$ cat config.mk
export PLATFORM = sky130hd
export DESIGN_NAME = pc_sequencer
export DESIGN_NICKNAME = d
export VERILOG_FILES = /design/src/rtl/pc_pkg.sv /design/src/rtl/ret_stack.sv /design/src/rtl/pc_sequencer.sv
export SDC_FILE = /design/constraint.sdc
export NUM_CORES = 1
export LEC_CHECK = 0
export CAP_MARGIN = 10
export CORE_UTILIZATION = 25
export CTS_CLUSTER_SIZE = 25
export DETAILED_ROUTE_END_ITERATION = 8
export DONT_BUFFER_PORTS = 1
export SLEW_MARGIN = 10
export SYNTH_ARGS = -nofsm -noshare
export SYNTH_HDL_FRONTEND = slang
export SYNTH_SLANG_ARGS = --single-unit
$ cat constraint.sdc
create_clock -name CLK -period 3.1 [get_ports CLK]
set_input_delay 0.93 -clock CLK [delete_from_list [all_inputs] [get_ports CLK]]
set_output_delay 0.93 -clock CLK [all_outputs]
set_load 0.005 [all_outputs]
$ cat src/rtl/pc_pkg.sv
// Shared definitions for the program-counter sequencer: pc width, default
// return-stack depth, reset vector and the per-cycle action encoding.
package pc_pkg;

    localparam int              PC_W              = 10;
    localparam int              STACK_DEPTH_DEF   = 8;
    localparam logic [PC_W-1:0] RESET_VECTOR_DEF  = 10'd0;

    // One action is taken per unstalled clock edge.
    typedef enum logic [1:0] {
        ACT_SEQ  = 2'd0,
        ACT_CALL = 2'd1,
        ACT_RET  = 2'd2
    } action_e;

    // Next sequential address; natural 10-bit wrap takes 1023 to 0.
    function automatic logic [PC_W-1:0] pc_inc(input logic [PC_W-1:0] pc);
        return pc + PC_W'(1);
    endfunction

endpackage

$ cat src/rtl/ret_stack.sv
// Return-address LIFO. Only the occupancy counter is reset; entry contents
// are don't-care until written. Push is ignored when full, pop when empty.
import pc_pkg::*;

module ret_stack #(
    parameter int DEPTH = STACK_DEPTH_DEF,
    parameter int W     = PC_W
) (
    input  logic         clk,
    input  logic         rst_n,
    input  logic         push,
    input  logic         pop,
    input  logic [W-1:0] push_data,
    output logic [W-1:0] top,
    output logic         empty,
    output logic         full
);

    localparam int AW = (DEPTH > 1) ? $clog2(DEPTH) : 1;
    localparam int CW = AW + 1;

    logic [W-1:0]  mem_q [DEPTH];
    logic [CW-1:0] cnt_q;
    logic [CW-1:0] cnt_d;
    logic [AW-1:0] wr_idx;
    logic [AW-1:0] rd_idx;

    // DEPTH is a power of two, so the low counter bits index the array and
    // the entry below the write slot is the top of stack.
    assign wr_idx = cnt_q[AW-1:0];
    assign rd_idx = wr_idx - AW'(1);
    assign top    = mem_q[rd_idx];
    assign empty  = (cnt_q == '0);
    assign full   = (cnt_q == CW'(DEPTH));

    // Next occupancy: push has priority, both are guarded against over/underflow.
    always_comb begin
        cnt_d = cnt_q;
        if (push && !full) begin
            cnt_d = cnt_q + CW'(1);
        end else if (pop && !empty) begin
            cnt_d = cnt_q - CW'(1);
        end
    end

    // Occupancy register, cleared asynchronously.
    always_ff @(posedge clk or negedge rst_n) begin
        if (!rst_n) begin
            cnt_q <= '0;
        end else begin
            cnt_q <= cnt_d;
        end
    end

    // Entry storage, written on an accepted push.
    always_ff @(posedge clk) begin
        if (push && !full) begin
            mem_q[wr_idx] <= push_data;
        end
    end

endmodule

$ cat src/rtl/pc_sequencer.sv
// Program-counter sequencer with call/return stack.
// Optional macro PC_STACK_ERR_EN: when defined, stack_err is a sticky
// overflow/underflow flag; when undefined, stack_err is tied low.
import pc_pkg::*;

module pc_sequencer #(
    parameter int              STACK_DEPTH  = STACK_DEPTH_DEF,
    parameter logic [PC_W-1:0] RESET_VECTOR = RESET_VECTOR_DEF
) (
    input  logic            CLK,
    input  logic            RESET_n,
    input  logic            hold,
    input  logic            bsr_det,
    input  logic            ret_det,
    input  logic [PC_W-1:0] relative_jump,
    output logic [PC_W-1:0] pc,
    output logic            stack_empty,
    output logic            stack_full,
    output logic            stack_err
);

    action_e         act;
    logic [PC_W-1:0] pc_q;
    logic [PC_W-1:0] pc_d;
    logic [PC_W-1:0] stk_top;
    logic            do_push;
    logic            do_pop;

    // Decode the action for this edge: call beats return beats sequential.
    always_comb begin
        act = ACT_SEQ;
        if (bsr_det) begin
            act = ACT_CALL;
        end else if (ret_det) begin
            act = ACT_RET;
        end
    end

    assign do_push = !hold && (act == ACT_CALL) && !stack_full;
    assign do_pop  = !hold && (act == ACT_RET)  && !stack_empty;

    // Next pc: rejected calls/returns fall through to pc+1.
    always_comb begin
        pc_d = pc_inc(pc_q);
        if (hold) begin
            pc_d = pc_q;
        end else if (do_push) begin
            pc_d = pc_q + relative_jump;
        end else if (do_pop) begin
            pc_d = stk_top;
        end
    end

    // Program counter register.
    always_ff @(posedge CLK or negedge RESET_n) begin
        if (!RESET_n) begin
            pc_q <= RESET_VECTOR;
        end else begin
            pc_q <= pc_d;
        end
    end

    assign pc = pc_q;

    ret_stack #(
        .DEPTH (STACK_DEPTH),
        .W     (PC_W)
    ) u_stack (
        .clk       (CLK),
        .rst_n     (RESET_n),
        .push      (do_push),
        .pop       (do_pop),
        .push_data (pc_inc(pc_q)),
        .top       (stk_top),
        .empty     (stack_empty),
        .full      (stack_full)
    );

`ifdef PC_STACK_ERR_EN
    logic err_q;
    logic err_set;

    assign err_set = !hold && (((act == ACT_CALL) && stack_full) ||
                               ((act == ACT_RET)  && stack_empty));

    // Sticky error flag, cleared only by reset.
    always_ff @(posedge CLK or negedge RESET_n) begin
        if (!RESET_n) begin
            err_q <= 1'b0;
        end else if (err_set) begin
            err_q <= 1'b1;
        end
    end

    assign stack_err = err_q;
`else
    assign stack_err = 1'b0;
`endif

endmodule

-- Word level (Yosys, flattened, before mapping)
Memories as Yosys holds them, arrays and structs flattened.
Index checks and enable logic that the tools add are counted.
Widths: inputs -> output; s select.
- flip-flop bits (word level): 14
- latch bits: 0
- bits in writable memories: 80
- ROM bits: 0
- input bits: 15
- output and inout bits: 13
- word-level logic and storage cells: 30
- memories kept: 1
- memory list (name ; depth ; bits a word ; read ports ; clocked after Yosys merged registers in ; write ports ; RTL line ; text):
    u_stack.mem_q ; 8 ; 10 ; 1 ; 0 ; 1 ; ret_stack.sv:22 ; logic [W-1:0] mem_q [DEPTH];
- add/subtract/negate cells: 5
- multiply operators: 0
- divide/modulo/power cells: 0
- magnitude comparators: 0
- equality and inequality tests: 3
- shift-type cells: 0
- multiplexer cells: 8
- bitwise gates (word level): 0
- reduce and logical (&&, ||, !) cells: 11
- operators by type and width (cell ; number):
    $mux 10 ; 2
    $add 10x1->10 const B ; 1
    $add 10x10->10 ; 1
    $mux 4 ; 2
    $logic_and 1x1->1 ; 6
    $add 4x1->4 const B ; 1
    $eq 4x4->1 const B ; 1
    $logic_not 4->1 ; 1
    $mux 2 ; 2
    $sub 4x1->4 const B ; 1
    $logic_not 1->1 ; 3
    $sub 3x1->3 const B ; 1
    $eq 2x1->1 const B ; 1
    $eq 2x2->1 const B ; 1
    $mux 1 ; 2
    $reduce_bool 2->1 ; 1

-- Depth between registers and ports, before layout
- depth in word-level cells: 8
- gate-level depth with buffers: 13
- gate-level depth less buffers: 10

-- Modules after synthesis
From an unflattened synthesis, not the netlist that was laid out.
- cells, all modules: 324
- area total of the unflattened synthesis: 4743.3 um^2
- by module, submodules not included (module ; instances ; cells an instance ; area each (um^2) ; sequential area each (um^2)):
    ret_stack ; 1 ; 162 ; 3434.5 ; 2502.4
    pc_sequencer ; 1 ; 162 ; 1308.8 ; 250.2

-- Least setup slack after synthesis
Ideal clock, no wire load.
- kind: flip-flop to flip-flop
- from: reg u_stack.cnt_q[0]
- to: mem u_stack.mem_q[0][0] (netlist bit), enable pin
- setup time: 0.404 ns
- data arrival time: 2.846 ns
- data required time: 2.696 ns
- path slack: -0.150 ns
- cell stages (with the launch flop): 10
- buffers on the path: 3
- cell sequence: dfrtp_1 -> buf_4 -> buf_2 -> inv_1 -> ha_1 -> nand3b_1 -> and2_1 -> buf_2 -> nand2_1 -> nor4_1
- word-level cells in the longest chain between the ends: 6
- ends and longest elaborated chain (element ; RTL line ; text):
    from (decl) ; ret_stack.sv:23 ; logic [CW-1:0] cnt_q;
    from (signal assigned) ; ret_stack.sv:51 ; cnt_q <= cnt_d;
    $eq 4x4->1 ; ret_stack.sv:34 ; assign full = (cnt_q == CW'(DEPTH));
    $logic_not 1->1 ; ret_stack.sv:57, pc_sequencer.sv:39 ;
    $logic_and 1x1->1 ; pc_sequencer.sv:39 ; assign do_push = !hold && (act == ACT_CALL) && !stack_full;
    $logic_and 1x1->1 ; ret_stack.sv:57 ; if (push && !full) begin
    $mux 1 ; ret_stack.sv:57 ;
    $mux 1 (not written as such) ; ret_stack.sv:58 ; mem_q[wr_idx] <= push_data;
    to (decl) ; ret_stack.sv:22 ;
Several ways; a longest one is shown, not always the timed one.

-- Worst setup path after layout
- from: reg u_stack.cnt_q[1]
- to: reg u_stack.cnt_q[3]
- word-level cells in the longest chain between the ends: 5
- elaborated cells on any way between the ends: 13
- ends and longest elaborated chain (element):
    branches (longest 5 deep; another with $sub 4x1->4)
Several ways; the timed one is not identified. The select of a mux whose other input is x is not followed.
A chain may end at the register's enable or synchronous reset.

==> flow_metrics.env <==
export IMPL_area_growth_synth_to_final_pct=14.27
export IMPL_yosys_area_share_simple_pct=6.800
export IMPL_drt_pre_antenna_iters=4
export IMPL_global_route_usage_total_pct=11.30
export IMPL_power_leakage_nw=1.747
export IMPL_setup_violations=0
export IMPL_critical_path_startpoint_type="flop"
export IMPL_design_power_total_w=0.005406
export IMPL_syn_mean_instance_area_sq_um=15.32
export IMPL_core_area_sq_um=17420
export IMPL_floorplan_rows=48
export IMPL_start_util_pct=25.78
export IMPL_period_share_pct=88.99
export IMPL_yosys_area_top_type="edfxtp_1"
export IMPL_final_antenna_net_count=0
export IMPL_residual_drc=0
export IMPL_top_signal_layer_used="met4"
export IMPL_cts_sinks=94
export IMPL_dp_final_hpwl_mm=6.616
export IMPL_synth_largest_type_area_fraction_pct=53.51
export IMPL_synthesis_nets=323
export IMPL_dominant_combinational_cell_family_by_area_after_synthesis="multiplexers"
export IMPL_met3RoutedLength_microns=520
export IMPL_num_antenna_cells=0
export IMPL_synth_xor_area_share_pct=4.320
export IMPL_clock_path_buffers=2
export IMPL_globalRoute_totalOverflow=0
export IMPL_routed_via_density=4.751
export IMPL_worst_endpoint_required_ns=3.36
export IMPL_timing_worst_setup_path_type="reg -> reg"
export IMPL_final_min_clock_period_ns=2.759
export IMPL_yosys_top_cells_count="80 x edfxtp_1, 20 x mux4_2, 14 x dfrtp_1, 14 x nand2_1"
export IMPL_cts_repair_timing_setup_buffer_count=0
export IMPL_maxClockFrequency_ghz=0.3625
export IMPL_vias=2556
export IMPL_grt_first_pass_wirelength_mm=15.20
export IMPL_routabilityCongestion=0.7845
export IMPL_utilization_after_layout_pct=29.45
export IMPL_cts_htree_levels=3
export IMPL_reg2reg_setup_slack_ns=0.34
export IMPL_synth_yosys_warnings=0
export IMPL_buffer_ports_inserted=0
export IMPL_met1_length_mm=4.344
export IMPL_syn_instance_count=293
export IMPL_worst_hold_path_type="in -> async"
export IMPL_grt_setup_unrepaired="false"
export IMPL_power_density_nw_per_um2=1054
export IMPL_post_synth_mux_area_share_pct=12.99
export IMPL_initialDrtViolationCount=188
export IMPL_first_global_vias=2623
export IMPL_postSynth_asyncResetShare_pct=14.89
export IMPL_drv_cap=0
export IMPL_numPlacedInstances=523
export IMPL_clock_tree_root_cell="clkbuf_16"
export IMPL_multi_input_comb_area_sq_um=1620
export IMPL_clock_pin_slew_of_the_registers_on_the_worst_case_setup_and_hold_paths_ns=0.07
export IMPL_post_synthesis_share_of_cell_area_spent_on_full_adders_half_adders_and_majority_gates_pct=4.515
export IMPL_die_footprint_sq_um=18500
export IMPL_routed_wl_met2_mm=4.817
export IMPL_fillCellCount=1740
export IMPL_cts_made_buffers=9
export IMPL_io_pins=28
export IMPL_dominantRegCellSynth="edfxtp_1"
export IMPL_cp_data_arrival_time_ns=3.02
export IMPL_final_nets=339
export IMPL_netlist_cell_type_count=54
export IMPL_cts_repair_resized=0
export IMPL_pin_count_of_the_biggest_net_entering_global_routing=27
export IMPL_vdd_ir_drop_max_v=0.0004515
export IMPL_synthMostInstantiatedCell="edfxtp_1"
export IMPL_synth_compound_area_share_pct=7.246
export IMPL_postSynthRegisterBits=94
export IMPL_drive_above_1_share_pct=19.17
export IMPL_critical_path_endpoint_type="flop"
export IMPL_timing_critical_path_fanout_max=11
export IMPL_floorplan_die_height_microns=136.0
export IMPL_critical_path_cell_chain="inv_1 > ha_1 > nand3b_1 > and2_1 > nand2_1 > ha_1 > a21o_1 > a21oi_1 > mux2i_1 > xor2_1"
export IMPL_critical_path_max_stage_delay_ns=0.47
export IMPL_antenna_violations_before_repair=0
export IMPL_finClkSkew_ns=0.006202
export IMPL_setup_ws_ns=0.3415
export IMPL_timing_critical_path_mode_cell="ha_1"
export IMPL_syn_area_sq_um=4489
export IMPL_regArea_sq_um=2753
export IMPL_worst_path_max_delay_cell="dfrtp_1"
export IMPL_synthTopCellsByArea="edfxtp_1 54%, mux4_2 10%, dfrtp_1 7.8%"
export IMPL_fin_cells=538
export IMPL_synth_seq_area_share_pct=61.32
export IMPL_ctsHoldBuffers=0
export IMPL_totalWireLength_mm=9.775
export IMPL_timing_worst_slew_pin_value_ns=0.7343
export IMPL_floorplan_die_width_microns=136.0
export IMPL_max_slew_margin_rel_pct=50.70
export IMPL_report_final_slew_viol_count=0
export IMPL_drt_wl_cell_microns=18.17
export IMPL_synth_edf_count=80
export IMPL_tritoncts_clock_tree="done"
export IMPL_clock_latency_ns=0.33
export IMPL_timing_hold_violations_final=0
export IMPL_dp_slack_ns=0.3299
export IMPL_status="finished clean"
export IMPL_fin_setup_tns_ns=0
-- cell type report --
type,count,area share (%)
Sequential cell,94,53.66
Inverter,10,0.7317
Multi-Input combinational cell,177,31.59
Timing Repair Buffer,17,2.488
Tap cell,225,5.488
Clock inverter,6,1.659
Clock buffer,9,4.390
-- state kept, by name, indices dropped and copies added (netlist names) --
signal,cells
pc,10
u_stack.cnt_q,4
u_stack.mem_q,80
-- critical path, delay by kind of cell (launching register included) --
family | cells | cell delay [ns]
buf+inv | 1 | 0.13
xor+xnor | 1 | 0.15
fa+ha+maj | 2 | 0.63
mux | 1 | 0.23
simple gates | 3 | 0.72
compound gates | 2 | 0.35
flops | 1 | 0.47
-- final timing paths --
path / from / depth (start not counted) / endpoint
max: u_stack.cnt_q[1]$_DFFE_PN0P_ / 10 / u_stack.cnt_q[3]$_DFFE_PN0P_
max in group asynchronous: RESET_n / 0 / u_stack.cnt_q[0]$_DFFE_PN0P_
min reg2reg: u_stack.cnt_q[3]$_DFFE_PN0P_ / 1 / u_stack.cnt_q[3]$_DFFE_PN0P_
max reg2reg: u_stack.cnt_q[1]$_DFFE_PN0P_ / 10 / u_stack.cnt_q[3]$_DFFE_PN0P_
min: RESET_n / 0 / pc[3]$_DFFE_PN0N_
min in group CLK: u_stack.cnt_q[3]$_DFFE_PN0P_ / 1 / u_stack.cnt_q[3]$_DFFE_PN0P_
-- power breakdown --
group	internal [W]	switching, W
logic	0.000992	0.00123
registers	0.00179	0.000223
clock network	0.000703	0.000459
total	0.00349	0.00192
-- cells by family (layout without fill, tap and decap cells) --
family          count (synthesis)  after routing
simple gates                   61             61
other cells                     1              1
flops                          94             94
buf+inv                        22             42
mux                            33             33
xor+xnor                       20             20
fa+ha+maj                      15             15
compound gates                 47             47
-- per-stage QoR --
step           hold WS (ns)  area [sq um]
2_1_floorplan        0.5165          4496
3_3_place_gp         0.5687          4820
3_5_place_dp         0.5836          4820
4_1_cts              0.2751          5130
5_1_grt              0.2684          5130
6_report             0.2850          5130
-- layer usage --
metal  up-vias  global-route usage [%]
met3        12                   2.386
met1      1309                   15.28
met5         -                       0
met4         0                   3.457
met2        55                   18.05
li1       1180                       -
-- layout by cell type, fill, tap and decap left out, types with 3 or more instances in the layout --
master      n
edfxtp_1   80
mux4_2     20
buf_4      17
nand2_1    14
dfrtp_1    14
nor2_1     13
ha_1       13
nand3_1    12
xnor2_1    11
mux2i_1    11
o21ai_0    10
inv_1       9
nor3_1      9
clkbuf_16   9
xor2_1      8
a21oi_1     7
a211oi_1    4
a21o_1      4
o211ai_1    3
Power figures use the tool's default switching activity.
